## src/rtl/nand_bist.sv

```systemverilog
// ---------------------------------------------------------------------------
// nand_bist -- built-in self-test sequencer for a single two-input gate.
//
// Applies the four input vectors {a,b} = 00, 01, 10, 11 in order. Each vector
// is held for one APPLY cycle, SETTLE settle cycles and one SAMPLE cycle. In
// SAMPLE the gate output is compared against EXPECT[vec], and any mismatch is
// recorded in fail_mask and err_count.
//
// Ports
//   clk        single clock, rising edge
//   rst        synchronous active-high reset
//   start      begin a run (level-sampled in IDLE/DONE)
//   abort      return to IDLE and clear results (wins over start)
//   a_out      registered stimulus, gate input a
//   b_out      registered stimulus, gate input b
//   c_in       gate output, sampled in SAMPLE only
//   busy       run in progress (APPLY/SETTLE/SAMPLE)
//   done       results valid (DONE state)
//   pass       done and no mismatches
//   err_count  number of mismatching vectors (0..4)
//   fail_mask  bit i set when vector i mismatched
//
// state  | meaning
// IDLE   | waiting for start, stimulus driven to 00
// APPLY  | new vector driven onto a_out/b_out
// SETTLE | SETTLE-cycle wait, down-counter running
// SAMPLE | compare c_in against EXPECT[vec]
// DONE   | results held until start or abort
// ---------------------------------------------------------------------------
module nand_bist #(
    parameter int unsigned SETTLE = 2,
    parameter logic [3:0]  EXPECT = 4'b0111
) (
    input  logic       clk,
    input  logic       rst,
    input  logic       start,
    input  logic       abort,
    input  logic       c_in,
    output logic       a_out,
    output logic       b_out,
    output logic       busy,
    output logic       done,
    output logic       pass,
    output logic [2:0] err_count,
    output logic [3:0] fail_mask
);

    typedef enum logic [2:0] {
        S_IDLE,
        S_APPLY,
        S_SETTLE,
        S_SAMPLE,
        S_DONE
    } state_t;

    // The counter is loaded with SETTLE-1 so that the SETTLE state lasts
    // exactly SETTLE cycles before the terminal count at zero.
    localparam logic [3:0] SETTLE_LOAD = (SETTLE > 0) ? 4'(SETTLE - 1) : 4'd0;

    state_t     state_q, state_d;
    logic [1:0] vec_q, vec_d;
    logic [3:0] cnt_q, cnt_d;
    logic [1:0] ab_q, ab_d;
    logic [2:0] err_q, err_d;
    logic [3:0] mask_q, mask_d;

    always_comb begin
        state_d = state_q;
        vec_d   = vec_q;
        cnt_d   = cnt_q;
        ab_d    = ab_q;
        err_d   = err_q;
        mask_d  = mask_q;

        unique case (state_q)
            S_IDLE, S_DONE: begin
                if (start) begin
                    state_d = S_APPLY;
                    vec_d   = 2'd0;
                    ab_d    = 2'b00;
                    err_d   = 3'd0;
                    mask_d  = 4'd0;
                end
            end
            S_APPLY: begin
                if (SETTLE > 0) begin
                    state_d = S_SETTLE;
                    cnt_d   = SETTLE_LOAD;
                end else begin
                    state_d = S_SAMPLE;
                end
            end
            S_SETTLE: begin
                if (cnt_q == 4'd0) begin
                    state_d = S_SAMPLE;
                end else begin
                    cnt_d = cnt_q - 4'd1;
                end
            end
            S_SAMPLE: begin
                if (c_in != EXPECT[vec_q]) begin
                    mask_d[vec_q] = 1'b1;
                    if (err_q != 3'd4) begin
                        err_d = err_q + 3'd1;
                    end
                end
                if (vec_q == 2'd3) begin
                    state_d = S_DONE;
                end else begin
                    state_d = S_APPLY;
                    vec_d   = vec_q + 2'd1;
                    ab_d    = vec_q + 2'd1;
                end
            end
            default: begin
                state_d = S_IDLE;
            end
        endcase

        if (abort) begin
            state_d = S_IDLE;
            vec_d   = 2'd0;
            cnt_d   = 4'd0;
            ab_d    = 2'b00;
            err_d   = 3'd0;
            mask_d  = 4'd0;
        end
    end

    always_ff @(posedge clk) begin
        if (rst) begin
            state_q <= S_IDLE;
            vec_q   <= 2'd0;
            cnt_q   <= 4'd0;
            ab_q    <= 2'b00;
            err_q   <= 3'd0;
            mask_q  <= 4'd0;
        end else begin
            state_q <= state_d;
            vec_q   <= vec_d;
            cnt_q   <= cnt_d;
            ab_q    <= ab_d;
            err_q   <= err_d;
            mask_q  <= mask_d;
        end
    end

    assign a_out     = ab_q[1];
    assign b_out     = ab_q[0];
    assign busy      = (state_q == S_APPLY) || (state_q == S_SETTLE) || (state_q == S_SAMPLE);
    assign done      = (state_q == S_DONE);
    assign pass      = done && (err_q == 3'd0);
    assign err_count = err_q;
    assign fail_mask = mask_q;

endmodule

```

## config.mk

```make
export PLATFORM = sky130hd
export DESIGN_NAME = nand_bist
export DESIGN_NICKNAME = d
export VERILOG_FILES = /design/src/rtl/nand_bist.sv
export SDC_FILE = /design/constraint.sdc
export NUM_CORES = 1
export LEC_CHECK = 0
export CORE_UTILIZATION = 50
export CTS_BUF_LIST = sky130_fd_sc_hd__clkbuf_8 sky130_fd_sc_hd__clkbuf_16
export CTS_CLUSTER_SIZE = 30
export DETAILED_ROUTE_END_ITERATION = 16
export GPL_TIMING_DRIVEN = 0
export PLACE_DENSITY = 0.87
export SETUP_SLACK_MARGIN = 0.02
export SLEW_MARGIN = 0
export SYNTH_ARGS = -nofsm -noshare
export SYNTH_HDL_FRONTEND = slang
export SYNTH_SLANG_ARGS = --single-unit
```

## constraint.sdc

```tcl
create_clock -name clk -period 1.6 [get_ports clk]
set_input_delay 0.32 -clock clk [delete_from_list [all_inputs] [get_ports clk]]
set_output_delay 0.32 -clock clk [all_outputs]
set_load 0.05 [all_outputs]
```

==> results of run 1 <==
==> worst register-to-register path, stage by stage, from the launching register on <==
cell,delay [ns]
dfxtp_2,0.33
buf_6,0.11
buf_4,0.12
nand2b_1,0.08
a211oi_2,0.33
mux2_2,0.37
nor2_1,0.07
==> metrics by stage <==
stage	worst slack (ns)	utilization (%)	hold WS (ns)	std cells
after floorplan	0.00656	-	0.438	104
after global placement	-0.418	68.9	0.453	144
after detailed placement	-0.440	68.9	0.461	144
after CTS	-0.0885	71.2	0.473	147
after global routing	-0.0380	76.1	0.471	151
final	0.0181	76.1	0.447	151
==> timing repair <==
item	CTS	global route
gates resized for setup	28	14
gates cloned	0	0
buffers inserted	0	4
pin swaps	0	5
setup endpoints to repair	13	4
==> placed cells by master, fill, tap and decap left out, types with 5 or more instances in the layout <==
cell           count
dfxtp_1            9
inv_1              6
dlygate4sd2_1      9
ha_1               8
nand2_1            7
a21oi_1            7
dfxtp_2            7
nor2_1            15
buf_4              5
==> sequential cells by signal, summed over array words and instances, names as in the netlist <==
register and flops:
ab_q 2, cnt_q 4, err_count 3, fail_mask 4
state_q 3
==> cells by family (layout without fill, tap and decap cells) <==
family / after synthesis / after routing
xor+xnor: 4 / 4
mux: 1 / 1
fa+ha+maj: 9 / 9
flops: 16 / 16
buf+inv: 10 / 33
simple gates: 45 / 45
compound gates: 19 / 19
==> power groups by stage <==
stage          Sequential, mW  Combinational [mW]  Clock, mW
2_1_floorplan           0.417              0.0507          0
3_3_place_gp            0.413              0.0779          0
3_5_place_dp            0.413              0.0804          0
4_1_cts                 0.404              0.0782      0.359
5_1_grt                 0.405              0.0992      0.384
6_report                0.406              0.0917      0.352
==> how the worst min path moves through the flow <==
stage	startpoint	endpoint	slack (ns)	cells after the start
3_5_place_dp	fail_mask[3]	fail_mask[3]	0.46	2
2_1_floorplan	cnt_q[0]	cnt_q[0]	0.44	1
3_3_place_gp	fail_mask[0]	fail_mask[0]	0.45	2
5_1_grt	cnt_q[0]	cnt_q[0]	0.47	1
6_report	cnt_q[0]	cnt_q[0]	0.45	1
4_1_cts	fail_mask[3]	fail_mask[3]	0.47	2
==> final cells by class <==
cell class	count	area, sq um	share of cell area [%]
Inverter	6	22.5	1.86
Tap cell	24	30.0	2.48
Buffer	3	33.8	2.79
Multi-Input combinational cell	78	566	46.6
Sequential cell	16	329	27.1
Clock buffer	4	55.1	4.54
Timing Repair Buffer	20	176	14.6
==> synth_stat cells <==
library cell  count  area, sq um
nand3b_1          2         15.0
o2bb2ai_1         1         8.76
nor3_1            3         15.0
inv_1             6         22.5
nand3_1           1         5.00
a211oi_1          1         7.51
nor3b_1           1         7.51
o21ai_1           1         5.00
nand4b_1          1         8.76
dfxtp_1          16          320
buf_2             1         5.00
and2_1            1         6.26
a22oi_1           1         7.51
or4_4             1         11.3
nor4b_1           2         17.5
and3b_1           2         17.5
xnor2_1           3         26.3
buf_4             1         7.51
clkbuf_1          1         3.75
a21oi_1           7         35.0
o21ai_0           2         10.0
a41oi_1           1         8.76
a31oi_1           1         6.26
nand2b_1          2         12.5
xor2_1            1         8.76
o31ai_1           1         7.51
a211oi_2          1         12.5
buf_6             1         11.3
o22ai_1           1         6.26
o21ai_2           1         8.76
or2_2             1         6.26
nor2_2            1         6.26
or3b_1            2         17.5
nor3_2            1         10.0
nand2_1           7         26.3
mux2_2            1         11.3
nor2_1           16         60.1
nor4_1            1         6.26
ha_1              9          113
==> layer usage <==
metal  routed length, um  GRT usage, %  share of wire (%)
met1                 866          24.7                 45
met2                 939          33.2                 49
met3                  79          4.90                4.1
met4                  19          6.67                1.0
met5                   0             0                  0
==> results by group, run 1 <==
GRT
  – Largest net degree at the start of global routing: 11
  – Initial antenna violation count: 0
  – First-pass GRT wire length: 2.90 mm
  – GRT overflow: 0
  – Vias in the first global route: 711
  – All-Layer GR Usage: 19.8%

Critical path
  – Critical Path Start Type: flip-flop
  – Worst setup path class: flip-flop to output pin
  – CP Capture Type: output pin
  – Reg2Reg Setup Slack: 0.13 ns
  – Largest fanout on the critical path: 3
  – Slowest CP cell: dfxtp_2
  – Worst reg-to-reg path cell count: 6
  – Setup crit end: pass
  – Slowest cell delay on critical path: between 0.3 and 0.4 ns
  – Top Family by Delay on Critical Path: simple AND/OR/NAND/NOR gates
  – Crit path buffers/inverters: 2
  – Crit. Startpoint: state_q[1]
  – R2r startpoint: state_q[1]
  – Reg2reg end: cnt_q[1]
  – Number of cells on the critical path: 5
  – Data arrival time of the worst path: 1.26 ns
  – CP Cell Sequence: buf_6, nor2_4, and2_4, and3b_2, buf_8
  – WP data required: 1.28 ns

Timing
  – Slew HR: 67.4%
  – Clock Skews: 0.000517 ns
  – Fin. max-slew vios: 0
  – Period utilisation layout: 98.9%
  – Tightest Pin Transition: 0.491 ns
  – Final critical-path required period: ~1.6 ns
  – RSZ-0062 raised after global routing: true
  – # setup viols final: 0
  – Fmax: 632 MHz
  – Setup TNS: 0 ns
  – Fin. Hold Viols: 0

Floorplanning
  – Initial Util: 56.6%
  – Core area: between 1500 and 2000 sq um
  – Ports: 17
  – Die Y: ~44 um
  – Rows: 14
  – Die Width: 44.5 um
  – Die area: 1980 sq um

Final layout
  – Nets@finish: 142
  – Fillers: 120
  – Share of cells above drive strength 1: a little over a quarter
  – Design Area, Final: 1210 sq um
  – Layout area overhead: 34.4%
  – Diode count: 0

Clock tree
  – CTS root buffer: clkbuf_8
  – Worst-skew pair later-pin latency: 0.24 ns
  – CTS Buffer Depth: 2
  – CTS H-tree depth: 1
  – CTS tree: built
  – Num CTS Buffers: 3
  – CTS clock-pin slew for the worst setup and hold paths: 0.06 ns
  – CTS Hold Bufs: 0
  – Sink Count: 16

Synth
  – Sequential area share after synthesis: 35.5%
  – Mean area per synthesized cell: 8.67 sq um
  – Netlist cell types: 39
  – Largest family of logic cells by synthesized area: simple AND/OR/NAND/NOR gates
  – Cell count after synthesis: 104
  – Complex-gate fraction of the synthesized area: 13.7%
  – Post-Synth Adder-Cell Area: about an eighth
  – Simple-gate share of the synthesized area: approximately 28%
  – Mux share of post-synthesis cell area: 1.25%
  – Synth Cell Area: between 900 and 1000 sq um
  – Warnings from Yosys: 0
  – Post-Synth XOR/XNOR Area: 3.88%
  – #FFs+latches synth: 16
  – Syn nets: 118

Pwr
  – Total power: 0.849 mW
  – Sw Share: 22.4%
  – Int Pwr: 0.659 mW
  – Register share of total power: 47.8%
  – Max IR drop VDD: 0.867 mV
  – Logic pwr share: approximately 11%
  – P_sw: approximately 0.19 mW
  – P per Cell Area: 700 nW/um^2
  – Pleak: just over 0.5 nW
  – Clock network fraction of design power: between 40% and 50%

Routing
  – Drt wl/cell: 12.6 um
  – Via count: 794
  – Post-route ant nets: 0
  – Wirelength, routed: approximately 1.9 mm
  – First DRT Iteration DRCs: 21
  – Avg Vias per Cell: 5.26
  – First-pass DRT Iterations: 4
  – Drt drc: 0

Place
  – HPWL after DPL: 1.38 mm
  – GP Congestion: 0.800
  – Number of port buffers: 16
  – DP Area: 1100 sq um

Outcome
  – Run status: finished, final reports clean

Run
  – MaxCap Viol Count: 0

Min path
  – Hold Path Class: flip-flop to flip-flop
Power figures use the tool's default switching activity.
==> run 2, diff against run 1 <==
Settings changed: PLACE_DENSITY 0.87 to 0.88.
==> run 2 against run 1 <==
The run now ends with setup timing left. Total power is 2.6% higher. Flip-flop and latch count unchanged. Die area is the same. Fmax fell by 1.3%. Core utilization increased by 0.39 points. Highest routed layer unchanged.
==> results by group, run 2 (same netlist as run 1, synthesis figures left out) <==
Timing
  – RSZ-0062 raised after global routing: true
  – Final WS setup: -0.00251 ns
  – Clock Skews: 0.00512 ns
  – Final critical-path required period: 1.60 ns
  – Fin. Hold Viols: 0
  – Fmax: 624 MHz
  – Period utilisation layout: 100%
  – Setup TNS: -0.00251 ns
  – Fin. max-slew vios: 0
  – Slew HR: 66.9%
  – Tightest Pin Transition: 0.499 ns
  – # setup viols final: 1

Critical path
  – Worst setup path class: flip-flop to output pin
  – WP data required: between 1 and 1.5 ns
  – CP Capture Type: output pin
  – Slowest cell delay on critical path: ~0.32 ns
  – Data arrival time of the worst path: 1.28 ns
  – Largest fanout on the critical path: 8
  – Crit path buffers/inverters: 2
  – Critical Path Start Type: flip-flop
  – CP Cell Sequence: buf_6, nor2_4, and2_4, and3b_2, buf_8
  – Slowest CP cell: dfxtp_2
  – Top Family by Delay on Critical Path: simple AND/OR/NAND/NOR gates

Routing
  – Drt wl/cell: 14.0 um
  – First-pass DRT Iterations: 4
  – Post-route ant nets: 0
  – Avg Vias per Cell: 5.51
  – Wirelength, routed: 2.12 mm
  – Via count: 837
  – First DRT Iteration DRCs: 25
  – Drt drc: 0

Clock tree
  – Sink Count: 16
  – Worst-skew pair later-pin latency: 0.26 ns
  – Num CTS Buffers: 3
  – CTS Hold Bufs: 0
  – CTS clock-pin slew for the worst setup and hold paths: approximately 0.07 ns
  – CTS tree: built
  – CTS H-tree depth: 1
  – CTS root buffer: clkbuf_8
  – CTS Buffer Depth: 2

GRT
  – Initial antenna violation count: 0
  – All-Layer GR Usage: 22.8%
  – Largest net degree at the start of global routing: 11
  – Vias in the first global route: 773
  – First-pass GRT wire length: 3.28 mm
  – GRT overflow: 0

Floorplanning
  – Rows: 14
  – Die Width: roughly 44 um
  – Core area: 1590 sq um
  – Die area: between 1500 and 2000 sq um
  – Initial Util: 56.6%
  – Ports: 17
  – Die Y: 44.5 um

Place
  – Dpl cells: 144
  – GP Congestion: a little under 0.9
  – Dpl ws: -0.429 ns
  – DP Area: 1100 sq um
  – HPWL after DPL: between 1 and 1.5 mm
  – Number of port buffers: 16

Pwr
  – Pleak: 0.512 nW
  – P per Cell Area: 715 nW/um^2
  – Total power: 0.871 mW
  – Max IR drop VDD: 0.539 mV

Final layout
  – Design Area, Final: 1220 sq um
  – Diode count: 0
  – Nets@finish: roughly 140
  – Commonest non-fill, non-tap cell in the layout: nor2_1
  – Fin cells: 152
  – Share of cells above drive strength 1: between 20% and 30%
  – Fillers: between 100 and 150
  – Most frequent cells in the layout: nor2_1, dfxtp_1, dlygate4sd2_1
  – Layout area overhead: 35.1%

Outcome
  – Violated checks: setup timing
  – Run status: finished, violations left

Run
  – MaxCap Viol Count: 0

Min path
  – Hold Path Class: flip-flop to flip-flop
-- run 2: cell count changes in the layout (fill, tap and decap cells not counted), sizes merged --
cell and change:
buf +1
-- run 2: repair_timing --
| action | CTS | global route |
|---|---|---|
| pin swaps | 0 | 2 |
| endpoints found under the hold margin | 0 | 0 |
| buffers inserted | 0 | 5 |
| resized for setup | 30 | 11 |
| endpoints found under the setup margin | 12 | 4 |
-- run 2: path summary, 6_finish.rpt --
| kind | slack, ns | cells past startpoint | to | start |
|---|---|---|---|---|
| worst max-delay path | -0.003 | 5 | pass | state_q[0] |
| worst min-delay path | 0.47 | 2 | fail_mask[2] | fail_mask[2] |
| worst max register to register | 0.09 | 5 | cnt_q[1] | cnt_q[0] |
| worst min register to register | 0.47 | 2 | fail_mask[2] | fail_mask[2] |
-- run 2: area by class of cell --
class	instances	area (sq um)	area share (%)
tap	24	30.0	2.46
clock buffer	4	55.1	4.52
timing repair buffer	21	184	15.1
buffer	3	33.8	2.77
multi-input combinational	78	566	46.4
sequential	16	328	26.9
inverter	6	22.5	1.85
-- run 2: stage by stage --
stage / utilization, % / hold slack (ns)
finish: 76.5 / 0.468
detailed placement: 68.9 / 0.464
floorplan: - / 0.438
global route: 76.5 / 0.495
CTS: 71.7 / 0.475
global placement: 68.9 / 0.453
-- run 2: worst reg2reg max path: cells and delay by family (launching register included) --
family,cells,cell delay [ns]
buf+inv,1,0.09
mux,1,0.38
compound gates,1,0.33
fa+ha+maj,1,0.23
flops,1,0.35
simple gates,1,0.08
-- run 2: report_power, final --
group	leakage, nW	total (mW)	internal, mW	switching, mW
clock	0.0288	0.368	0.219	0.149
combinational	0.351	0.0977	0.0415	0.0563
sequential	0.132	0.405	0.403	0.00286
total	0.512	0.871	0.663	0.208
-- run 2: layer usage --
layer	global-route usage, %	routed length [um]
met5	0	0
met4	12.1	46
met3	3.67	83
met2	40.0	1070
met1	26.4	924
